`config.mk`:
```
export PLATFORM = sky130hd
export DESIGN_NAME = mul_seq_ctrl_flat
export DESIGN_NICKNAME = d
export VERILOG_FILES = /design/src/rtl/mul_pkg.sv /design/src/rtl/mul_seq_ctrl_if.sv /design/src/rtl/lead_one_det.sv /design/src/rtl/mul_seq_ctrl.sv /design/src/flat_wrapper.sv
export SDC_FILE = /design/constraint.sdc
export NUM_CORES = 1
export LEC_CHECK = 0
export ABC_CLOCK_PERIOD_IN_PS = 6500
export BUFFER_PORTS_ARGS = -buffer_cell sky130_fd_sc_hd__buf_4
export CAP_MARGIN = 20
export CORE_AREA = 3 3 68 102
export DETAILED_ROUTE_END_ITERATION = 12
export DIE_AREA = 0 0 71 105
export PLACE_DENSITY = 0.78
export SLEW_MARGIN = 20
export SYNTH_ARGS = -nofsm -noshare
export SYNTH_HDL_FRONTEND = slang
export SYNTH_SLANG_ARGS = --single-unit
```
`constraint.sdc`:
```
create_clock -name clk -period 6.5 [get_ports clk]
set_clock_uncertainty 0.15 [all_clocks]
set_input_delay 0.975 -clock clk [delete_from_list [all_inputs] [get_ports clk]]
set_output_delay 0.975 -clock clk [all_outputs]
set_load 0.05 [all_outputs]
```
`src/rtl/mul_pkg.sv`:
```
// Shared types and constants for the sequential multiplier.
package mul_pkg;

  localparam int unsigned MUL_WIDTH = 16;
  localparam int unsigned MUL_CNT_W = 4;

  typedef enum logic [1:0] {
    IDLE = 2'd0,
    RUN  = 2'd1,
    DONE = 2'd2
  } mul_state_t;

endpackage

```
`src/rtl/mul_seq_ctrl_if.sv`:
```
// Request/response and shared-adder signals of the multiply sequencer.
// slave: the sequencer; master: the issuing stage plus the shared adder.
interface mul_seq_ctrl_if #(
  parameter int unsigned WIDTH = mul_pkg::MUL_WIDTH
);
  logic             start;
  logic [WIDTH-1:0] op_a;
  logic [WIDTH-1:0] op_b;
  logic             busy;
  logic             done;
  logic [WIDTH-1:0] result;
  logic             add_own;
  logic [WIDTH-1:0] add_a;
  logic [WIDTH-1:0] add_b;
  logic             add_sub;
  logic [WIDTH-1:0] add_sum;
  logic             add_err;

  modport slave (
    input  start, op_a, op_b, add_sum, add_err,
    output busy, done, result, add_own, add_a, add_b, add_sub
  );

  modport master (
    output start, op_a, op_b, add_sum, add_err,
    input  busy, done, result, add_own, add_a, add_b, add_sub
  );
endinterface

```
`src/rtl/lead_one_det.sv`:
```
// Highest-set-bit encoder: idx is the index of the top 1 in vec, zero flags vec == 0.
module lead_one_det #(
  parameter int unsigned WIDTH = 16,
  parameter int unsigned CNT_W = $clog2(WIDTH)
) (
  input  logic [WIDTH-1:0] vec,
  output logic [CNT_W-1:0] idx,
  output logic             zero
);

  // Ascending scan: the last set bit seen wins, giving the highest index.
  always_comb begin
    idx  = '0;
    zero = ~|vec;
    for (int i = 0; i < int'(WIDTH); i++) begin
      if (vec[i]) idx = CNT_W'(i);
    end
  end

endmodule

```
`src/rtl/mul_seq_ctrl.sv`:
```
// Multi-cycle MSB-first shift-and-add multiplier that borrows the shared
// Execute-stage adder. Produces the low WIDTH bits of A*B (sign-agnostic).
// Optional macro MUL_SEQ_EARLY_EXIT_EN: skip leading zero bits of op_b.
module mul_seq_ctrl
  import mul_pkg::*;
#(
  parameter int unsigned WIDTH = MUL_WIDTH,
  parameter int unsigned CNT_W = $clog2(WIDTH)
) (
  input logic             clk,
  input logic             rst,
  mul_seq_ctrl_if.slave   bus
);

  mul_state_t       state_q, state_d;
  logic [WIDTH-1:0] acc_q, acc_d;
  logic [WIDTH-1:0] a_q, a_d;
  logic [WIDTH-1:0] b_q, b_d;
  logic [CNT_W-1:0] cnt_q, cnt_d;
  logic [WIDTH-1:0] res_q, res_d;

  // Overflow from the shared adder is irrelevant: the product wraps.
  logic unused_add_err;
  assign unused_add_err = bus.add_err;

`ifdef MUL_SEQ_EARLY_EXIT_EN
  logic [CNT_W-1:0] lod_idx;
  logic             lod_zero;

  lead_one_det #(
    .WIDTH (WIDTH),
    .CNT_W (CNT_W)
  ) u_lod (
    .vec  (bus.op_b),
    .idx  (lod_idx),
    .zero (lod_zero)
  );
`endif

  // State and datapath registers.
  always_ff @(posedge clk or posedge rst) begin
    if (rst) begin
      state_q <= IDLE;
      acc_q   <= '0;
      a_q     <= '0;
      b_q     <= '0;
      cnt_q   <= '0;
      res_q   <= '0;
    end else begin
      state_q <= state_d;
      acc_q   <= acc_d;
      a_q     <= a_d;
      b_q     <= b_d;
      cnt_q   <= cnt_d;
      res_q   <= res_d;
    end
  end

  // Next-state: capture operands on start, one adder pass per RUN cycle.
  always_comb begin
    state_d = state_q;
    acc_d   = acc_q;
    a_d     = a_q;
    b_d     = b_q;
    cnt_d   = cnt_q;
    res_d   = res_q;
    case (state_q)
      IDLE: begin
        if (bus.start) begin
          a_d   = bus.op_a;
          acc_d = '0;
`ifdef MUL_SEQ_EARLY_EXIT_EN
          if (lod_zero) begin
            b_d     = '0;
            cnt_d   = '0;
            res_d   = '0;
            state_d = DONE;
          end else begin
            // Align the top set bit of the multiplier with the MSB.
            b_d     = bus.op_b << (CNT_W'(WIDTH - 1) - lod_idx);
            cnt_d   = lod_idx;
            state_d = RUN;
          end
`else
          b_d     = bus.op_b;
          cnt_d   = CNT_W'(WIDTH - 1);
          state_d = RUN;
`endif
        end
      end
      RUN: begin
        acc_d = bus.add_sum;
        b_d   = b_q << 1;
        if (cnt_q == '0) begin
          res_d   = bus.add_sum;
          state_d = DONE;
        end else begin
          cnt_d = cnt_q - CNT_W'(1);
        end
      end
      DONE:    state_d = IDLE;
      default: state_d = IDLE;
    endcase
  end

  // Outputs; adder operands are forced to zero unless this block owns the adder.
  always_comb begin
    bus.busy    = (state_q == RUN);
    bus.add_own = (state_q == RUN);
    bus.done    = (state_q == DONE);
    bus.result  = res_q;
    bus.add_sub = 1'b0;
    bus.add_a   = '0;
    bus.add_b   = '0;
    if (state_q == RUN) begin
      bus.add_a = acc_q << 1;
      bus.add_b = b_q[WIDTH-1] ? a_q : '0;
    end
  end

endmodule

```
`src/flat_wrapper.sv`:
```
// flat-port wrapper written by rule: the top's interface ports become plain ports
module mul_seq_ctrl_flat import mul_pkg::*;
#(
  parameter int unsigned WIDTH = MUL_WIDTH,
  parameter int unsigned CNT_W = $clog2(WIDTH)
)
  (clk, rst, bus_start, bus_op_a, bus_op_b, bus_add_sum, bus_add_err, bus_busy, bus_done, bus_result, bus_add_own, bus_add_a, bus_add_b, bus_add_sub);
  mul_seq_ctrl_if #(.WIDTH(WIDTH)) bus_i ();
  input logic clk;
  input logic rst;
  input wire logic [$bits(bus_i.start)-1:0] bus_start;
  input wire logic [$bits(bus_i.op_a)-1:0] bus_op_a;
  input wire logic [$bits(bus_i.op_b)-1:0] bus_op_b;
  input wire logic [$bits(bus_i.add_sum)-1:0] bus_add_sum;
  input wire logic [$bits(bus_i.add_err)-1:0] bus_add_err;
  output wire logic [$bits(bus_i.busy)-1:0] bus_busy;
  output wire logic [$bits(bus_i.done)-1:0] bus_done;
  output wire logic [$bits(bus_i.result)-1:0] bus_result;
  output wire logic [$bits(bus_i.add_own)-1:0] bus_add_own;
  output wire logic [$bits(bus_i.add_a)-1:0] bus_add_a;
  output wire logic [$bits(bus_i.add_b)-1:0] bus_add_b;
  output wire logic [$bits(bus_i.add_sub)-1:0] bus_add_sub;
  assign bus_i.start = bus_start;
  assign bus_i.op_a = bus_op_a;
  assign bus_i.op_b = bus_op_b;
  assign bus_i.add_sum = bus_add_sum;
  assign bus_i.add_err = bus_add_err;
  assign bus_busy = bus_i.busy;
  assign bus_done = bus_i.done;
  assign bus_result = bus_i.result;
  assign bus_add_own = bus_i.add_own;
  assign bus_add_a = bus_i.add_a;
  assign bus_add_b = bus_i.add_b;
  assign bus_add_sub = bus_i.add_sub;
  mul_seq_ctrl #(.WIDTH(WIDTH), .CNT_W(CNT_W)) u_core (.clk(clk), .rst(rst), .bus(bus_i));
endmodule
```
==> run_results.csv <==
group,metric,value,unit
route,drtPass1Iterations,6,
synthesis,synth-compound-area-share,8.419,%
worst_setup_path,crit_slowest_cell,"and2b_2",
synthesis,synth-seq-area-share,56.67,%
synthesis,yosys.area_share.simple,10.84,%
global_route,globalRouteOverflowTotal,0,
route,viasPerCell,5.090,
worst_setup_path,cp-start-kind,"register",
sta,min_period,3.449,ns
synthesis,synth_top_family_by_area,"multiplexers",
sta,drv_slew,0,
synthesis,ys_types,29,
synthesis,syn_area,3047,µm²
clock_network,clk_pin_slew,0.06,ns
worst_setup_path,crit_type,"reg -> out",
pwr,cellLeakagePower,2.055,nW
place,dpl.hpwl,4391,µm
clock_network,cts_setup_buffers,0,
synthesis,ys_ff_latch,69,
clock_network,root_buffer,"clkbuf_8",
pwr,ir_worst_vdd,0.2711,mV
floorplanning,core_area,6131,µm²
route,drc,0,
worst_setup_path,cp_cell_sequence,"and2b_2, buf_4, and3_1, buf_4",
synthesis,synthMuxAreaShare,18.56,%
global_route,antenna_found_initial,0,
clock_network,ctsResizeCount,0,
sta,fin_ws,3.051,ns
place,place_congestion,0.7766,
clock_network,numCtsBuffers,9,
worst_setup_path,cp_top_family,"simple AND/OR/NAND/NOR gates",
synthesis,synth.avg_cell_area,12.75,µm²
clock_network,cts.sinks,69,
route,ant_nets,0,
sta,worst_pin_slew,0.9623,ns
route,drt_iter0_markers,96,
final_layout,n_antenna_cell,0,
place,place_area,3801,µm²
worst_setup_path,required,5.37,ns
sta,fmaxAchievable,289.9,MHz
clock_network,worstSkewPairLatency,0.33,ns
route,routed_wl,6367,µm
pwr,p_per_area,580.0,nW/µm²
clock_network,clk_path_buf_depth,2,
final_layout,final_cell_area,3966,µm²
floorplanning,num_rows,35,
synthesis,yosys_warnings,0,
worst_setup_path,end_kind,"output pin",
global_route,grt_pass1_vias,2089,
floorplanning,die_y,105,µm
place,pre_cts_ws,3.379,ns
floorplanning,initial_core_util,49.69,%
final_layout,multi_input_area,1190,µm²
synthesis,syn_inst,239,
place,portBuffers,100,
status,outcome,"finished, final reports clean",
clock_network,cts_hold_buf,0,
clock_network,htreeDepth,3,
worst_setup_path,path_common_cell,"buf_4",
floorplanning,ios,104,
sta,rsz0062_at_grt,"false",
global_route,grt_max_degree,70,
sta,hold_viol,0,
sta,setup_viol,0,
final_layout,fin_nets,387,
synthesis,synthXorXnorAreaFrac,0,%
route,drt-wirelength-per-cell,15.49,µm
clock_network,cts_tree,"done",
worst_setup_path,worst-path-max-fanout,42,
global_route,grt_pass1_wl,10200,µm
worst_setup_path,timing.critical_path.buf_inv,2,
worst_setup_path,slowest_delay,0.64,ns
global_route,track_usage,17.46,%
synthesis,synth_fa_ha_area_share,0.4107,%
run,maxCapViolCount,0,
final_layout,drive_above_1_share,46.29,%
floorplanning,dieArea,7455,µm²
hold_path,hold_class,"reg -> reg",
floorplanning,dieWidth,71,µm
final_layout,seq_area,1727,µm²
worst_setup_path,arrival,2.32,ns
sta,final.setup.tns,0,ns
route,via_count,2092,
sta,max-slew-margin-rel,35.67,%
sta,fin_crit_sh,53.07,%
final_layout,syn_to_final_growth,30.18,%
final_layout,n_fill_cell,493,
==> area by class of cell <==
type,count,share of cell area (%)
sequential,69,43.53
multi-input combinational,146,30.00
timing repair buffer,103,19.50
clock buffer,12,3.912
tap,74,2.334
inverter,5,0.4732
clock inverter,2,0.2524
==> path summary, 6_finish.rpt <==
check | startpoint | to | slack (ns) | cells after the start
min in group asynchronous | rst | u_core.a_q[15] | 0.75 | 3
setup reg to reg | u_core.state_q[0] | u_core.b_q[13] | 4.28 | 4
setup / recovery | u_core.state_q[0] | bus_add_b[1] | 3.05 | 4
max in group asynchronous | rst | u_core.b_q[3] | 4.90 | 3
hold reg to reg | u_core.b_q[2] | u_core.b_q[2] | 0.33 | 2
hold / removal | u_core.b_q[2] | u_core.b_q[2] | 0.33 | 2
==> cell usage after synthesis (all sizes together) <==
cell type | number | area (µm²)
nor3b | 2 | 26.28
conb | 1 | 3.750
mux2i | 16 | 160.2
o21bai | 1 | 7.510
clkbuf | 7 | 28.78
dfrtp | 69 | 1727
ha | 1 | 12.51
o21ai | 15 | 75.07
nor2b | 1 | 6.260
nor2 | 3 | 11.26
nand4 | 1 | 6.260
inv | 5 | 18.77
mux2 | 33 | 405.4
a21oi | 1 | 8.760
nand2 | 19 | 78.82
buf | 13 | 103.9
and2 | 15 | 93.84
a21o | 1 | 7.510
and2b | 1 | 7.510
a22o | 17 | 148.9
o22a | 1 | 8.760
and3 | 16 | 100.1
==> flip-flops by register name, summed over array words and instances (netlist names) <==
register / flops
u_core.state_q: 2
u_core.cnt_q: 4
u_core.a_q: 16
u_core.acc_q: 15
u_core.bus.result: 16
u_core.b_q: 16
==> report_power, final <==
part | switching (mW) | internal [mW] | total, mW
combinational | 0.797 | 0.460 | 1.26
sequential | 0.120 | 0.629 | 0.749
clock | 0.141 | 0.154 | 0.295
==> layer usage <==
metal  up-vias  wire [µm]  share of wire (%)  GRT usage (%)
met5         -          0                  0              0
met4         0         78                1.2          6.048
met3         6        326                5.1          5.005
met2        59       3404                 53          29.68
met1      1015       2558                 40          20.84
li1       1012          -                  -              -
==> cell families (layout without fill, tap and decap cells) <==
logic type / count (synthesis) / after routing
flip-flops: 69 / 69
AND/OR/NAND/NOR: 58 / 58
AO/OA/AOI/OAI: 36 / 36
adder cells (fa/ha/maj): 1 / 1
other: 1 / 2
buffers and inverters: 25 / 122
multiplexers: 49 / 49
==> per-stage QoR <==
stage | utilization [%] | instances | hold WS [ns] | power (mW)
4_1_cts | 64.69 | 411 | 0.3390 | 2.325
3_3_place_gp | 62.00 | 397 | 0.3111 | 1.994
3_5_place_dp | 62.00 | 397 | 0.3238 | 2.023
2_1_floorplan | - | 240 | 0.2996 | 1.688
5_1_grt | 64.69 | 411 | 0.3561 | 2.425
6_report | 64.69 | 411 | 0.3342 | 2.301
==> placed cells by master (no fill, tap or decap) <==
cell      instances
a21o_1            1
a21oi_2           1
a22o_1           17
and2_1           15
and2b_2           1
and3_1           16
buf_4           103
clkbuf_1          1
clkbuf_8         11
clkinv_2          2
conb_1            2
dfrtp_1          69
ha_1              1
inv_1             4
inv_2             1
mux2_2           24
mux2_4            9
mux2i_1          16
nand2_1          18
nand2_4           1
nand4_1           1
nor2_1            3
nor2b_1           1
nor3b_2           1
nor3b_4           1
o21ai_0          15
o21bai_4          1
o22a_1            1
==> worst min-delay path, stage by stage, from the launching register on <==
cell     delay (ns)
dfrtp_1        0.34
nand2_1        0.05
o21ai_0        0.06
Note: power is estimated with default switching activity, not from simulation.
